$ cat config.mk
export PLATFORM = sky130hd
export DESIGN_NAME = mx_fp6_block_accumulator
export DESIGN_NICKNAME = d
export VERILOG_FILES = /design/src/rtl/mx_fp6_pkg.sv /design/src/rtl/fp6_to_fixed.sv /design/src/rtl/mx_fp6_block_accumulator.sv
export SDC_FILE = /design/constraint.sdc
export NUM_CORES = 1
export LEC_CHECK = 0
export BUFFER_PORTS_ARGS = -buffer_cell sky130_fd_sc_hd__buf_2
export CAP_MARGIN = 20
export CORE_MARGIN = 1
export CORE_UTILIZATION = 55
export DETAILED_ROUTE_END_ITERATION = 7
export PLACE_DENSITY = 0.78
export SLEW_MARGIN = 20
export SYNTH_ARGS = -nofsm -noshare
export SYNTH_HDL_FRONTEND = slang
export SYNTH_SLANG_ARGS = --single-unit
$ cat constraint.sdc
create_clock -name clk -period 5.94 [get_ports clk]
set_input_delay 0.594 -clock clk [delete_from_list [all_inputs] [get_ports clk]]
set_output_delay 0.594 -clock clk [all_outputs]
set_load 0.005 [all_outputs]
$ cat src/rtl/mx_fp6_pkg.sv
// Shared MX FP6 (E2M3) / E8M0 types and constants used by the MX datapath stages.
package mx_fp6_pkg;

  localparam int          FP6_FIX_W    = 8;
  localparam int          FP6_EXP_BIAS = 1;
  localparam logic [7:0]  E8M0_NAN     = 8'hFF;

  typedef struct packed {
    logic       sign;
    logic [1:0] exp;
    logic [2:0] man;
  } fp6_t;

  typedef logic [7:0] e8m0_t;

  typedef enum logic {
    ST_ACCUM = 1'b0,
    ST_HOLD  = 1'b1
  } acc_state_t;

endpackage

$ cat src/rtl/fp6_to_fixed.sv
// Combinational, exact FP6 (E2M3) to signed fixed-point decoder; LSB = 2^-3.
module fp6_to_fixed
  import mx_fp6_pkg::*;
(
  input  logic [5:0]                  fp6_i,
  output logic signed [FP6_FIX_W-1:0] fix_o
);

  fp6_t                 fp6_s;
  logic [FP6_FIX_W-1:0] mag_s;

  assign fp6_s = fp6_t'(fp6_i);

  // Subnormals keep the bare mantissa; normals add the hidden bit and shift.
  always_comb begin
    mag_s = 8'd0;
    if (fp6_s.exp == 2'd0) begin
      mag_s = {5'd0, fp6_s.man};
    end else begin
      mag_s = {4'd0, 1'b1, fp6_s.man} << (fp6_s.exp - 2'(FP6_EXP_BIAS));
    end
    if (fp6_s.sign) begin
      fix_o = -$signed(mag_s);
    end else begin
      fix_o = $signed(mag_s);
    end
  end

endmodule

$ cat src/rtl/mx_fp6_block_accumulator.sv
// Two-stage FP6 block accumulator with E8M0 scale capture and valid/ready result hold.
// Optional MX_ACC_SAT_EN: saturating additions plus an out_sat flag port.
module mx_fp6_block_accumulator
  import mx_fp6_pkg::*;
#(
  parameter int ACC_W   = 16,
  parameter int MAX_LEN = 32
) (
  input  logic                           clk,
  input  logic                           rst,
  input  logic                           in_valid,
  output logic                           in_ready,
  input  logic [5:0]                     in_data,
  input  logic [7:0]                     in_scale,
  input  logic                           in_last,
  output logic                           out_valid,
  input  logic                           out_ready,
  output logic signed [ACC_W-1:0]        out_acc,
  output logic [7:0]                     out_scale,
  output logic [$clog2(MAX_LEN+1)-1:0]   out_count,
  output logic                           out_nan,
  output logic                           out_overrun
`ifdef MX_ACC_SAT_EN
  ,
  output logic                           out_sat
`endif
);

  localparam int CNT_W = $clog2(MAX_LEN+1);
  localparam logic signed [ACC_W-1:0] ACC_MAX = {1'b0, {(ACC_W-1){1'b1}}};
  localparam logic signed [ACC_W-1:0] ACC_MIN = {1'b1, {(ACC_W-1){1'b0}}};

  logic signed [FP6_FIX_W-1:0] fix_s;
  acc_state_t                  state_q;
  logic                        in_ready_q, first_q, out_valid_q;
  logic                        s1_valid_q, s1_last_q, s1_first_q, s1_ovr_q;
  logic signed [FP6_FIX_W-1:0] s1_fix_q;
  e8m0_t                       s1_scale_q, scale_q;
  logic signed [ACC_W-1:0]     acc_q, sum_d;
  logic [CNT_W-1:0]            cnt_q;
  logic                        nan_q, ovr_q;
  logic                        take_s, hit_max_s, close_s;
`ifdef MX_ACC_SAT_EN
  logic                        sat_q, sat_hit_s;
  logic signed [ACC_W:0]       wide_s;
`endif

  fp6_to_fixed u_dec (
    .fp6_i (in_data),
    .fix_o (fix_s)
  );

  assign take_s    = in_valid & in_ready_q;
  assign hit_max_s = (cnt_q == CNT_W'(MAX_LEN - 1));
  assign close_s   = in_last | hit_max_s;

  // S2 next sum: the first element of a block loads instead of adding.
  always_comb begin
    sum_d = ACC_W'(s1_fix_q);
`ifdef MX_ACC_SAT_EN
    wide_s    = '0;
    sat_hit_s = 1'b0;
    if (!s1_first_q) begin
      wide_s = (ACC_W+1)'(acc_q) + (ACC_W+1)'(s1_fix_q);
      if (wide_s[ACC_W] != wide_s[ACC_W-1]) begin
        sat_hit_s = 1'b1;
        sum_d     = wide_s[ACC_W] ? ACC_MIN : ACC_MAX;
      end else begin
        sum_d = wide_s[ACC_W-1:0];
      end
    end else begin
      sat_hit_s = 1'b0;
    end
`else
    if (!s1_first_q) begin
      sum_d = acc_q + ACC_W'(s1_fix_q);
    end else begin
      sum_d = ACC_W'(s1_fix_q);
    end
`endif
  end

  // Control FSM, S1 capture and S2 accumulation with registered outputs.
  always_ff @(posedge clk or posedge rst) begin
    if (rst) begin
      state_q     <= ST_ACCUM;
      in_ready_q  <= 1'b0;
      first_q     <= 1'b1;
      out_valid_q <= 1'b0;
      s1_valid_q  <= 1'b0;
      s1_last_q   <= 1'b0;
      s1_first_q  <= 1'b0;
      s1_ovr_q    <= 1'b0;
      s1_fix_q    <= 8'sd0;
      s1_scale_q  <= 8'd0;
      acc_q       <= '0;
      cnt_q       <= '0;
      scale_q     <= 8'd0;
      nan_q       <= 1'b0;
      ovr_q       <= 1'b0;
`ifdef MX_ACC_SAT_EN
      sat_q       <= 1'b0;
`endif
    end else begin
      s1_valid_q <= take_s;
      if (take_s) begin
        s1_fix_q   <= fix_s;
        s1_last_q  <= close_s;
        s1_first_q <= first_q;
        s1_scale_q <= in_scale;
        s1_ovr_q   <= hit_max_s & ~in_last;
        cnt_q      <= cnt_q + CNT_W'(1);
        first_q    <= 1'b0;
      end
      case (state_q)
        ST_ACCUM: begin
          // Stop accepting from the cycle after the closing element until release.
          in_ready_q <= ~(take_s & close_s) & ~(s1_valid_q & s1_last_q);
          if (s1_valid_q) begin
            acc_q <= sum_d;
            if (s1_first_q) begin
              scale_q <= s1_scale_q;
              nan_q   <= (s1_scale_q == E8M0_NAN);
`ifdef MX_ACC_SAT_EN
              sat_q   <= sat_hit_s;
`endif
            end else begin
`ifdef MX_ACC_SAT_EN
              sat_q   <= sat_q | sat_hit_s;
`endif
            end
            if (s1_last_q) begin
              state_q     <= ST_HOLD;
              out_valid_q <= 1'b1;
              ovr_q       <= s1_ovr_q;
            end
          end
        end
        ST_HOLD: begin
          in_ready_q <= out_ready;
          if (out_ready) begin
            state_q     <= ST_ACCUM;
            out_valid_q <= 1'b0;
            acc_q       <= '0;
            cnt_q       <= '0;
            ovr_q       <= 1'b0;
            first_q     <= 1'b1;
`ifdef MX_ACC_SAT_EN
            sat_q       <= 1'b0;
`endif
          end
        end
        default: begin
          state_q <= ST_ACCUM;
        end
      endcase
    end
  end

  assign in_ready    = in_ready_q;
  assign out_valid   = out_valid_q;
  assign out_acc     = acc_q;
  assign out_scale   = scale_q;
  assign out_count   = cnt_q;
  assign out_nan     = nan_q;
  assign out_overrun = ovr_q;
`ifdef MX_ACC_SAT_EN
  assign out_sat     = sat_q;
`endif

endmodule

==> summary.txt <==
Synth
  – EDFF count, synth: 0
  – Post-synthesis compound-gate area fraction: a little under a fifth
  – Syn_nets: 385
  – Main combinational cell family by area after synthesis: compound AO/OA/AOI/OAI gates
  – Post-Synth Adder-Cell Area: 8.46%
  – Distinct cell type count after synthesis: 50
  – Asr flop ratio synth: 100%
  – Sequential-to-total area share from yosys stat: between 40% and 50%
  – Flops & latches, synth: 56
  – Xor and xnor area share after synthesis: 5.48%
  – Ys Warns: 0
  – Top FF cell, synth: dfrtp_1
  – Synth Area in Simple Gates: 17.2%
  – Synth Instances: 345
  – Mux cell area share after synthesis: 3.76%
  – Syn Std Cell Area: around 0.0032 sq mm
  – Synth Area per Inst: 9.26 sq um

CTS
  – CTS root buffer: clkbuf_8
  – CTS Hold Bufs: 0
  – CTS clock-pin slew for the worst setup and hold paths: between 0.1 and 0.15 ns
  – Num CTS Buffers: 5
  – CTS sink count: 56
  – CTS Buffer Depth: 2
  – Latest clock arrival within the worst-skew pair: 0.32 ns
  – CTS tree: yes
  – Setup Buffers After CTS: 0
  – CTS resizes: 0
  – CTS H-Tree Depth: 2

STA
  – Worst-Margin Slew: 0.984 ns
  – Final setup violation count: 0
  – Fin. Hold Viols: 0
  – Post-route minimum period: around 2.5 ns
  – Fmax: 402 MHz
  – Final period utilization: a little over two fifths
  – Setup TNS: 0 ns
  – RSZ-0062 raised after global routing: no
  – Worst clock skew: 0.00493 ns
  – Worst slew margin: 34.2%
  – Max-slew violations: 0

Route
  – ANT nets after route: 0
  – Wirelength per Cell: 13.8 microns
  – Drt pass-1 iters: 4
  – Drt via density: around 5.6
  – Routed vias: 2600
  – Starting DRC count in detailed routing: between 90 and 100
  – DRC violations left: 0
  – Post-Route WL: 6440 microns

Cells and area
  – Final net count: 435
  – Area of the multi-input gates: 0.00171 sq mm
  – Share of post-route cells with drive strength above 1: 19.9%
  – FILL cells: 486
  – Diode count: 0
  – Commonest cells after routing, fill and taps aside: nand2_1, dfrtp_1, buf_2
  – Layout area overhead: 13.3%
  – Commonest non-fill, non-tap cell in the layout: nand2_1
  – Util after Layout: roughly 65%
  – Sequential cell area: 0.00140 sq mm

Power
  – Combinational share of power: 51.5%
  – Clock power share: 12.0%
  – NetSw: between 0.8 and 0.9 mW
  – Internal power: 1.07 mW
  – Power after layout: ~1.9 mW
  – Flop pwr share: 36.5%
  – Leakage: 1.80 nW
  – Pwr Density: between 500 and 600 mW/mm^2
  – Switching Fraction: 43.2%
  – Maximum vdd drop: 255 uV

Setup path
  – R2r startpoint: out_acc[0]
  – Worst Setup End Kind: flip-flop
  – Slowest cell on crit path: fa_1
  – Critical Path Max Stage Delay: ~0.43 ns
  – Critical Path RT: around 6.2 ns
  – CP Launch Point: out_acc[0]
  – CP Launch Type: flip-flop
  – Critical path data arrival time: 2.70 ns
  – Worst-path cell chain: ha_1 -> fa_1 -> a211o_1 -> a21oi_4 -> o21ai_2 -> o31ai_4 -> xnor2_1 -> a221o_1
  – Crit path max fanout: 3
  – Worst r2r path cells: 8
  – WS Path Type: flip-flop to flip-flop

Placed design
  – DP HPWL: 4660 microns
  – Port Buffer Count: 52
  – Routability cong.: 0.832

GRT
  – Global Route Usage Sum: 22.6%
  – Total grt overflow: 0
  – Number of global-route vias before repair: roughly 2400
  – Pin count of the biggest net entering global routing: 57
  – First-pass GRT wire length: 11000 microns
  – Initial antenna violation count: 0

Floorplanning
  – Std cell rows: 27
  – Placeable Area: 0.00554 sq mm
  – Die area: 0.00612 sq mm
  – Die height: 78.2 microns
  – Die span in x: 78.2 microns
  – # IOs: 53
  – Effective utilization at floorplan: between 50 and 60%

Flow run
  – Max Cap Viol: 0

Status
  – Status: completed

Worst hold path
  – Hold Path Class: input port to asynchronous set/reset pin
[final cells by class]
class / count / area share, %
Clock buffer: 5 / 1.90
Clock inverter: 3 / 0.933
Tap cell: 72 / 2.49
Timing Repair Buffer: 54 / 7.60
Inverter: 10 / 1.04
Multi-Input combinational cell: 268 / 47.3
Sequential cell: 56 / 38.7
[logic make-up after synthesis]
kind of cell    after synthesis
compound gates               92
xor+xnor                     20
fa+ha+maj                    21
buf+inv                      21
flops                        56
mux                          11
simple gates                124
[final timing paths]
path / endpoint / slack [ns]
hold / removal: out_count[3] / 0.45
hold reg to reg: first_q / 0.47
min in group clk: s1_scale_q[6] / 0.45
max in group asynchronous: out_acc[8] / 5.03
setup reg to reg: out_acc[14] / 3.45
setup / recovery: out_acc[14] / 3.45
[Yosys cell counts (2+ instances only)]
| library cell | number | share of area [%] |
|---|---|---|
| nand2_1 | 78 | 9.2 |
| dfrtp_1 | 55 | 43 |
| a21oi_1 | 24 | 3.8 |
| ha_1 | 20 | 7.8 |
| o21ai_1 | 16 | 2.5 |
| o21ai_0 | 15 | 2.3 |
| nor2_1 | 14 | 1.6 |
| xnor2_1 | 12 | 3.3 |
| inv_1 | 9 | 1.1 |
| xor2_1 | 8 | 2.2 |
| clkbuf_1 | 7 | 0.82 |
| mux2_2 | 7 | 2.5 |
| nand3_1 | 6 | 0.94 |
| a211oi_1 | 5 | 1.2 |
| nand4_1 | 5 | 0.98 |
| a221o_1 | 4 | 1.3 |
| o31ai_1 | 4 | 0.94 |
| a21o_1 | 3 | 0.70 |
| and3_1 | 3 | 0.59 |
| buf_1 | 3 | 0.35 |
| mux2i_1 | 3 | 0.94 |
| nor2b_1 | 3 | 0.59 |
| nor3_1 | 3 | 0.47 |
| o211ai_1 | 3 | 0.70 |
| a21boi_1 | 2 | 0.47 |
| and2_1 | 2 | 0.39 |
| and3b_1 | 2 | 0.55 |
| nand3b_1 | 2 | 0.47 |
| o2111ai_1 | 2 | 0.55 |
| o21a_1 | 2 | 0.47 |
| o21ai_2 | 2 | 0.55 |
| o21bai_1 | 2 | 0.47 |
| or3_1 | 2 | 0.39 |
[layer usage]
metal | vias to the layer above | GRT usage [%] | wire (microns)
li1 | 1320 | - | -
met1 | 1223 | 29.5 | 3050
met2 | 49 | 37.7 | 3090
met3 | 8 | 4.30 | 220
met4 | 0 | 7.59 | 81
met5 | - | 0 | 0
[sequential cells by signal, summed over array words and instances (netlist names)]
| signal | flops |
|---|---|
| s1_ovr_q | 1 |
| first_q | 1 |
| s1_valid_q | 1 |
| out_nan | 1 |
| s1_scale_q | 8 |
| s1_last_q | 1 |
| s1_fix_q | 8 |
| in_ready | 1 |
| out_scale | 8 |
| out_count | 6 |
| out_overrun | 1 |
| out_valid | 1 |
| out_acc | 16 |
| state_q | 1 |
| s1_first_q | 1 |
[critical path: cells and delay by family, from the launching register on]
kind / cells / cell delay (ns)
fa+ha+maj: 2 / 0.69
flops: 1 / 0.41
xor+xnor: 1 / 0.08
compound gates: 5 / 1.20
[power groups by stage]
stage | clock network (mW) | registers (mW) | logic, mW
2_1_floorplan | 0 | 0.656 | 0.741
3_3_place_gp | 0 | 0.686 | 0.935
3_5_place_dp | 0 | 0.696 | 0.958
4_1_cts | 0.234 | 0.686 | 0.971
5_1_grt | 0.251 | 0.709 | 1.09
6_report | 0.227 | 0.686 | 0.968
[metrics by stage]
step	std cells	hold slack (ns)	cell area (sq um)	setup slack (ns)
2_1_floorplan	345	0.439	3200	3.58
5_1_grt	468	0.441	3620	3.36
4_1_cts	468	0.441	3620	3.46
3_5_place_dp	460	0.454	3520	3.24
3_3_place_gp	460	0.448	3520	3.33
6_report	468	0.446	3620	3.45
No activity file was read; power rests on OpenSTA's default activity.
